===== src/rtl/analyzer_pkg.sv =====
// analyzer_pkg: shared logic-analyzer constants and readout state encoding
//   ANALYZER_ENTRY_W  width of one capture RAM entry {repeat_cnt, sample}
//   SAMPLE_LSB        bit position of the 16-bit sample field
//   REPEAT_LSB        bit position of the 16-bit repeat count field
//   readout_state_t   readout FSM states
package analyzer_pkg;
    localparam int ANALYZER_ENTRY_W = 32;
    localparam int SAMPLE_LSB = 0;
    localparam int REPEAT_LSB = 16;
    typedef enum logic [2:0] {IDLE, READ, WAIT, SEND_LO, SEND_HI, SEND_SUM} readout_state_t;
endpackage


===== src/rtl/analyzer_readout.sv =====
// analyzer_readout: streams capture RAM run-length entries as 16-bit words plus a zero-sum checksum
//   sysclk, sysreset       clock, synchronous active-high reset
//   start, abort           one-cycle control pulses from the MCU
//   entry_count            entries to read, sampled on an accepted start
//   busy, done             readout in progress / one-cycle completion pulse
//   ram_addr, ram_rden     capture RAM read port (data returns on ram_q next cycle)
//   ram_q                  RAM read data {repeat_cnt, sample}
//   out_data, out_valid    stream word and its valid
//   out_last, out_ready    checksum marker / MCU accept
module analyzer_readout
    import analyzer_pkg::*;
#(
    parameter int ADDR_W = 16
) (
    input  logic                        sysclk,
    input  logic                        sysreset,
    input  logic                        start,
    input  logic                        abort,
    input  logic [ADDR_W:0]             entry_count,
    output logic                        busy,
    output logic                        done,
    output logic [ADDR_W-1:0]           ram_addr,
    output logic                        ram_rden,
    input  logic [ANALYZER_ENTRY_W-1:0] ram_q,
    output logic [15:0]                 out_data,
    output logic                        out_valid,
    output logic                        out_last,
    input  logic                        out_ready
);
    readout_state_t state;
    logic [ADDR_W:0] remaining;
    logic [15:0]     repeat_hold;
    logic [15:0]     sum;
    logic            xfer;
    logic [15:0]     sum_next;

    assign xfer     = out_valid && out_ready;
    assign sum_next = sum + out_data;

    always_ff @(posedge sysclk) begin
        if (sysreset) begin
            state       <= IDLE;
            remaining   <= '0;
            repeat_hold <= '0;
            sum         <= '0;
            busy        <= 1'b0;
            done        <= 1'b0;
            ram_addr    <= '0;
            ram_rden    <= 1'b0;
            out_data    <= '0;
            out_valid   <= 1'b0;
            out_last    <= 1'b0;
        end else if (abort) begin
            // A word transferred in this same cycle is still dropped from the checksum path.
            state     <= IDLE;
            busy      <= 1'b0;
            done      <= 1'b0;
            ram_addr  <= '0;
            ram_rden  <= 1'b0;
            out_valid <= 1'b0;
            out_last  <= 1'b0;
        end else begin
            done <= 1'b0;
            case (state)
                IDLE: begin
                    if (start) begin
                        remaining <= entry_count;
                        sum       <= '0;
                        busy      <= 1'b1;
                        if (entry_count != '0) begin
                            state    <= READ;
                            ram_rden <= 1'b1;
                        end else begin
                            // Empty capture: checksum of nothing is 0.
                            state     <= SEND_SUM;
                            out_data  <= '0;
                            out_valid <= 1'b1;
                            out_last  <= 1'b1;
                        end
                    end
                end
                READ: begin
                    ram_rden <= 1'b0;
                    state    <= WAIT;
                end
                WAIT: begin
                    // Only the repeat half is kept; the sample goes straight to the output.
                    repeat_hold <= ram_q[REPEAT_LSB +: 16];
                    out_data    <= ram_q[SAMPLE_LSB +: 16];
                    out_valid   <= 1'b1;
                    state       <= SEND_LO;
                end
                SEND_LO: begin
                    if (xfer) begin
                        sum      <= sum_next;
                        out_data <= repeat_hold;
                        state    <= SEND_HI;
                    end
                end
                SEND_HI: begin
                    if (xfer) begin
                        sum       <= sum_next;
                        ram_addr  <= ram_addr + ADDR_W'(1);
                        remaining <= remaining - (ADDR_W+1)'(1);
                        if (remaining == (ADDR_W+1)'(1)) begin
                            state    <= SEND_SUM;
                            out_data <= 16'h0 - sum_next;
                            out_last <= 1'b1;
                        end else begin
                            state     <= READ;
                            out_valid <= 1'b0;
                            ram_rden  <= 1'b1;
                        end
                    end
                end
                SEND_SUM: begin
                    if (xfer) begin
                        state     <= IDLE;
                        out_valid <= 1'b0;
                        out_last  <= 1'b0;
                        done      <= 1'b1;
                        busy      <= 1'b0;
                        ram_addr  <= '0;
                    end
                end
                default: state <= IDLE;
            endcase
        end
    end
endmodule


===== config.mk =====
export PLATFORM = sky130hd
export DESIGN_NAME = analyzer_readout
export DESIGN_NICKNAME = d
export VERILOG_FILES = /design/src/rtl/analyzer_pkg.sv /design/src/rtl/analyzer_readout.sv
export SDC_FILE = /design/constraint.sdc
export NUM_CORES = 1
export LEC_CHECK = 0
export CORE_ASPECT_RATIO = 0.9
export CORE_MARGIN = 2
export CORE_UTILIZATION = 57
export CTS_CLUSTER_DIAMETER = 60
export DETAILED_ROUTE_END_ITERATION = 8
export GPL_ROUTABILITY_DRIVEN = 1
export PLACE_DENSITY = 0.85
export SLEW_MARGIN = 30
export SYNTH_ARGS = -nofsm -noshare
export SYNTH_HDL_FRONTEND = slang
export SYNTH_SLANG_ARGS = --single-unit

===== constraint.sdc =====
create_clock -name sysclk -period 5.8 [get_ports sysclk]
set_input_delay 1.74 -clock sysclk [delete_from_list [all_inputs] [get_ports sysclk]]
set_output_delay 1.74 -clock sysclk [all_outputs]
set_load 0.005 [all_outputs]

==> qor.csv, run 1 <==
stage,metric,value,unit
outcome,status,finished clean,
clock_network,holdBufCountCts,0,
die,dieWidth,105,um
die,ioPinCount,91,
power,power.internal,890,uW
die,core_area,9040,um^2
run,maxCapViolCount,0,
logic_synthesis,async_flop_share,0,%
worst_hold_path,hold_path_class,reg -> reg,
logic_synthesis,synth.avg_cell_area,7.76,um^2
power,seq_power_share,50.1,%
power,p_switching,378,uW
setup_path,critPathKind,in -> reg,
power,powerDensity,197,nW/um^2
drt,drc,0,
drt,via_per_inst,6.06,
setup_path,ff2ff_path_depth,11,
timing,rsz0062_at_grt,no,
die,die_area,9990,um^2
timing,worstMarginPinSlew,0.699,ns
drt,drtAntennaViolNets,0,
timing,setup_violations,0,
timing,fin_tns_setup,0,ns
timing,clock_skew,0.0100,ns
grt,grt_util_all_layers,28.3,%
logic_synthesis,ys_warn_count,0,
worst_hold_path,holdPathStages,2,
clock_network,root_buffer,clkbuf_8,
finish,areaGrowthSynthToFinish,22.4,%
logic_synthesis,synth_ff_type,dfxtp_1,
worst_hold_path,hold_path_end,repeat_hold[3]$_SDFFE_PP0P_,
logic_synthesis,synth_top_area_share,34.0,%
drt,vias,5306,
place,preCtsSetupSlack,1.38,ns
place,hpwl,10.3,mm
logic_synthesis,synth.area.top_cells,"dfxtp_1 (34%), nor2_1 (6.7%), nand2_1 (5.9%), a21oi_1 (5.3%), ha_1 (4.5%)",
setup_path,worst-r2r-setup-slack,2.40,ns
clock_network,postCtsResizedCells,0,
drt,wl_per_cell,16.2,um
logic_synthesis,synth.most_common_cell,nor2_1,
power,clkPwrFrac,33.5,%
logic_synthesis,synth_common_cells,"nor2_1 (93), dfxtp_1 (89), nand2_1 (82), a21oi_1 (56), o21ai_0 (42)",
finish,fillers,719,
place,gp_congestion,0.936,
place,port_buffers,90,
logic_synthesis,ys_ff_latch,89,
grt,grt_pass1_vias,4922,
setup_path,crit_arrival,4.37,ns
timing,fmax,0.242,GHz
setup_path,path_max_fanout,32,
timing,layout_min_cycle_time,4.13,ns
setup_path,crit_path_start,entry_count[15],
setup_path,worstSetupEndpointType,register,
logic_synthesis,synth_top_cell_by_area,dfxtp_1,
logic_synthesis,synth-edff-count,0,
clock_network,cts_tree,done,
logic_synthesis,synth_cells,676,
clock_network,cts_buffer_depth,2,
timing,finalHoldViolCount,0,
clock_network,cts_made_buffers,9,
finish,antennaDiodeCount,0,
timing,finalWorstSetupSlack,1.67,ns
clock_network,cts_num_sinks,89,
finish,final_nets,823,
die,die-height,95.0,um
power,comb_power_share,16.4,%
power,p_total,1.27,mW
die,row_count,33,
timing,slew_violations,0,
grt,antenna_found_initial,0,
timing,relSlewSlack,53.4,%
grt,grt_max_degree,37,
power,p_leak,2.32,nW
setup_path,worstSetupStartpointType,input port,
setup_path,reg2reg_from,out_data[0]$_SDFFE_PP0P_,
power,swShare,29.8,%
drt,drt-initial-drc-count,470,
setup_path,r2r_end,out_data[12]$_SDFFE_PP0P_,
logic_synthesis,synth_area,5250,um^2
clock_network,cts.clk_slew.worst_paths,0.10,ns
logic_synthesis,synth_nets,750,
timing,finalCritPeriodShare,71.1,%
logic_synthesis,synth-seq-area-share,34.0,%
worst_hold_path,hold_path_startpoint,repeat_hold[3]$_SDFFE_PP0P_,
grt,grt_pass1_wl,23.0,mm
setup_path,critPathRequiredTime,6.05,ns
logic_synthesis,synth_cell_types,68,
clock_network,clock_latency,0.36,ns
grt,grt.overflow.total,0,
drt,wl,14.2,mm
finish,drive_gt1_share,5.70,%
drt,dr.pass1.iters,5,
clock_network,cts-htree-levels,3,
die,start_util,58.0,%
clock_network,cts_setup_buffers,0,
power,max-vdd-ir-drop,0.144,mV
==> metrics by stage <==
stage                     instance area, um^2  cells  utilization (%)  hold slack, ns
after CTS                                6420    876             71.0           0.462
after detailed placement                 6230    860             68.9           0.449
after floorplan                          5250    676                -           0.436
after global routing                     6420    876             71.0           0.484
after global placement                   6230    860             68.9           0.441
final                                    6420    876             71.0           0.461
==> kinds of logic after synthesis <==
kind of cell	share of synthesized area, %
and+or+nand+nor	24.2
AOI/OAI and AO/OA	23.1
muxes	3.82
adders and majority gates	4.91
DFF	34.0
buffers and inverters	4.20
xor gates and xnor gates	5.84
==> critical path, stage by stage <==
cell	delay, ns
clkdlybuf4s50_1	0.43
nor4_1	0.38
nand4_1	0.14
nor4_1	0.34
mux2i_1	0.30
a211oi_4	0.30
buf_4	0.34
o21ai_0	0.17
a21oi_1	0.16
nor3_1	0.06
==> flip-flops by register name, summed over array words and instances (netlist names), 3 cells and up <==
name / flops
state: 3
remaining: 17
sum: 16
ram_addr: 16
out_data: 16
repeat_hold: 16
==> worst max-delay path by stage <==
stage                                      endpoint  slack (ns)
after detailed placement  out_data[12]$_SDFFE_PP0P_        1.38
after global routing      out_data[10]$_SDFFE_PP0P_        1.49
after CTS                 out_data[12]$_SDFFE_PP0P_        1.74
final                     out_data[12]$_SDFFE_PP0P_        1.67
after floorplan           remaining[2]$_SDFFE_PP0P_        2.23
after global placement    out_data[11]$_SDFFE_PP0P_        1.44
==> metal layers <==
metal	global-route usage (%)	wire length, um	vias to the layer above
met4	8.44	186	0
met5	0	0	-
met1	36.5	6160	2484
met2	49.1	7030	211
met3	4.92	852	22
li1	-	-	2589
==> area by class of cell <==
cell class / count / area [um^2] / share of cell area (%)
Multi-Input combinational cell: 533 / 3270 / 51.0
Clock inverter: 7 / 67.6 / 1.05
Sequential cell: 89 / 1780 / 27.7
Timing Repair Buffer: 98 / 956 / 14.9
Inverter: 18 / 67.6 / 1.05
Tap cell: 122 / 153 / 2.38
Clock buffer: 9 / 124 / 1.93
==> cells in the final DEF (no fill, tap or decap), drive strengths merged, types with 4 or more instances in the layout <==
| cell type | Yosys | routed |
|---|---|---|
| xor2 | 15 | 15 |
| and3 | 6 | 6 |
| xnor2 | 20 | 20 |
| nand2 | 82 | 82 |
| o21ai | 43 | 43 |
| o22ai | 7 | 7 |
| nand2b | 4 | 4 |
| nor3 | 23 | 23 |
| or2 | 4 | 4 |
| o221ai | 5 | 5 |
| nor2 | 93 | 93 |
| or4 | 4 | 4 |
| buf | 7 | 9 |
| inv | 17 | 22 |
| nor4 | 10 | 10 |
| mux2i | 20 | 20 |
| nand3 | 16 | 16 |
| dfxtp | 89 | 89 |
| clkbuf | 29 | 9 |
| a22oi | 22 | 22 |
| clkdlybuf4s50 | 0 | 89 |
| a211oi | 16 | 16 |
| nand4 | 6 | 6 |
| a21oi | 57 | 57 |
| a221oi | 5 | 5 |
| ha | 19 | 19 |
| a21o | 5 | 5 |
| or3 | 8 | 8 |
==> power groups by stage <==
| stage | Clock (mW) | Sequential [mW] | Combinational, mW |
|---|---|---|---|
| 6_report | 0.425 | 0.635 | 0.208 |
| 5_1_grt | 0.460 | 0.637 | 0.226 |
| 4_1_cts | 0.432 | 0.635 | 0.206 |
| 3_5_place_dp | 0 | 0.649 | 0.204 |
| 3_3_place_gp | 0 | 0.648 | 0.198 |
| 2_1_floorplan | 0 | 0.645 | 0.126 |
Power figures use the tool's default switching activity.
==> run 2: changes to the inputs <==
CORE_UTILIZATION = 48   (was 57)
PLACE_DENSITY = 0.76   (was 0.85)
clock period = 3.35 ns   (was 5.8 ns; I/O delays follow)
==> run 2 against run 1 <==
Against the previous run: sequential power is 73% higher; final area increased by 4.8%; worst setup slack worse by 1.5 ns; combinational power rose by 78%; die area up 18%; critical path type is now reg -> reg; critical endpoint is now out_data[15]$_SDFFE_PP0P_; largest cell class unchanged; largest power group unchanged.
==> qor.csv, run 2 (synthesized netlist as in run 1, its figures left out) <==
stage,metric,value,unit
setup_path,crit_arrival,3.39,ns
drt,wl,14.3,mm
timing,layout_min_cycle_time,3.20,ns
timing,relSlewSlack,49.2,%
clock_network,cts.clk_slew.worst_paths,0.07,ns
finish,final_nets,842,
timing,slew_violations,0,
timing,fmax,0.313,GHz
finish,areaGrowthSynthToFinish,28.3,%
clock_network,cts_made_buffers,9,
die,die_area,11800,um^2
setup_path,worstSetupStartpointType,register,
setup_path,cp_top_family,simple AND/OR/NAND/NOR gates,
grt,grt_pass1_wl,23.5,mm
finish,fillers,939,
die,row_count,36,
clock_network,clock_latency,0.34,ns
grt,antenna_found_initial,0,
timing,finalHoldViolCount,0,
clock_network,cts_buffer_depth,2,
clock_network,cts_tree,done,
run,maxCapViolCount,0,
worst_hold_path,hold_path_class,reg -> reg,
setup_path,worst-path-buf-inv,1,
drt,via_per_inst,5.85,
power,p_leak,2.46,nW
setup_path,path_cells,ha_2 > fa_2 > a21o_1 > a221o_1 > buf_4 > nand3_1 > nand3_2 > or4_4 > nor4b_4 > xor2_1 > o22ai_1,
clock_network,cts-htree-levels,3,
die,start_util,48.9,%
drt,vias,5297,
setup_path,critPathRequiredTime,3.54,ns
die,ioPinCount,91,
setup_path,crit_path_top_delay_cell,or4_4,
place,port_buffers,90,
finish,largest_register_ffs,17,
timing,setup_violations,0,
setup_path,path_max_fanout,4,
die,dieWidth,114,um
finish,antennaDiodeCount,0,
timing,rsz0062_at_grt,no,
grt,grt_max_degree,41,
finish,layout_common_cells,"nor2_1 (93), dfxtp_1 (89), clkdlybuf4s50_1 (89)",
clock_network,root_buffer,clkbuf_16,
clock_network,holdBufCountCts,0,
power,max-vdd-ir-drop,0.239,mV
finish,drive_gt1_share,8.93,%
timing,clock_skew,0.0107,ns
setup_path,crit_cells,11,
finish,regMostFlops,remaining,
timing,finalWorstSetupSlack,0.155,ns
setup_path,ff2ff_path_depth,11,
die,die-height,103,um
power,powerDensity,360,nW/um^2
grt,grt_util_all_layers,24.5,%
setup_path,worstSetupEndpointType,register,
outcome,status,finished clean,
drt,drt-initial-drc-count,350,
drt,dr.pass1.iters,5,
clock_network,cts_setup_buffers,0,
clock_network,cts_num_sinks,89,
finish,layout_commonest_cell,nor2_1,
place,gp_congestion,0.905,
drt,wl_per_cell,15.8,um
worst_hold_path,holdPathStages,2,
place,preCtsSetupSlack,-0.129,ns
finish,final_util,62.8,%
timing,worstMarginPinSlew,0.762,ns
drt,drtAntennaViolNets,0,
grt,grt.overflow.total,0,
setup_path,cpPeakStageDelay,0.61,ns
place,hpwl,10.6,mm
setup_path,critPathKind,reg -> reg,
timing,finalCritPeriodShare,95.4,%
drt,drc,0,
die,core_area,10700,um^2
grt,grt_pass1_vias,4982,
run 2: worst paths after layout:
kind | start | endpoint | slack (ns)
setup reg to reg | out_data[0]$_SDFFE_PP0P_ | out_data[15]$_SDFFE_PP0P_ | 0.15
hold reg to reg | repeat_hold[5]$_SDFFE_PP0P_ | repeat_hold[5]$_SDFFE_PP0P_ | 0.45
setup / recovery | out_data[0]$_SDFFE_PP0P_ | out_data[15]$_SDFFE_PP0P_ | 0.15
hold / removal | repeat_hold[5]$_SDFFE_PP0P_ | repeat_hold[5]$_SDFFE_PP0P_ | 0.45
run 2: per-stage QoR:
| step | std cells | hold WS (ns) | total power, mW | cell area [um^2] | setup TNS, ns |
|---|---|---|---|---|---|
| 4_1_cts | 906 | 0.457 | 2.43 | 6690 | 0 |
| 5_1_grt | 906 | 0.475 | 2.51 | 6730 | 0 |
| 3_5_place_dp | 890 | 0.448 | 1.49 | 6410 | -1.25 |
| 6_report | 906 | 0.454 | 2.42 | 6730 | 0 |
| 2_1_floorplan | 676 | 0.436 | 1.34 | 5250 | 0 |
| 3_3_place_gp | 890 | 0.442 | 1.48 | 6410 | -1.23 |
run 2: layout make-up:
| cell class | count | area, um^2 | area share, % |
|---|---|---|---|
| multi-input cells | 533 | 3310 | 49.2 |
| flip-flops and latches | 89 | 1780 | 26.5 |
| well taps | 133 | 166 | 2.47 |
| repair buffers | 117 | 1120 | 16.7 |
| clock buffers | 10 | 239 | 3.55 |
| clock inverters | 6 | 42.5 | 0.632 |
| inverters | 18 | 67.6 | 1.00 |
run 2: timing repair:
item	in CTS	in global routing
resized for setup	0	7
setup endpoints to repair	0	5
hold endpoints to repair	0	0
run 2: power by group:
group | internal [mW] | switching, mW
combinational | 0.182 | 0.188
sequential | 1.08 | 0.0212
clock | 0.524 | 0.429
run 2: metal layers:
| metal | vias to the layer above | wire length (um) | global-route usage (%) |
|---|---|---|---|
| met3 | 20 | 562 | 2.45 |
| met5 | - | 0 | 0 |
| li1 | 2629 | - | - |
| met2 | 149 | 6820 | 42.4 |
| met4 | 0 | 239 | 7.13 |
| met1 | 2499 | 6670 | 32.8 |
run 2: tightest hold or removal path, delay by kind of cell, from the launching register on:
family | cells | cell delay, ns
flip-flops | 1 | 0.31
AO/OA/AOI/OAI | 1 | 0.05
AND/OR/NAND/NOR | 1 | 0.05
==> run 3: changes to the inputs <==
HOLD_SLACK_MARGIN = 0.1   (was unset)
==> results of run 3 <==
The final DEF is identical to that of run 2; final timing and power are the same.
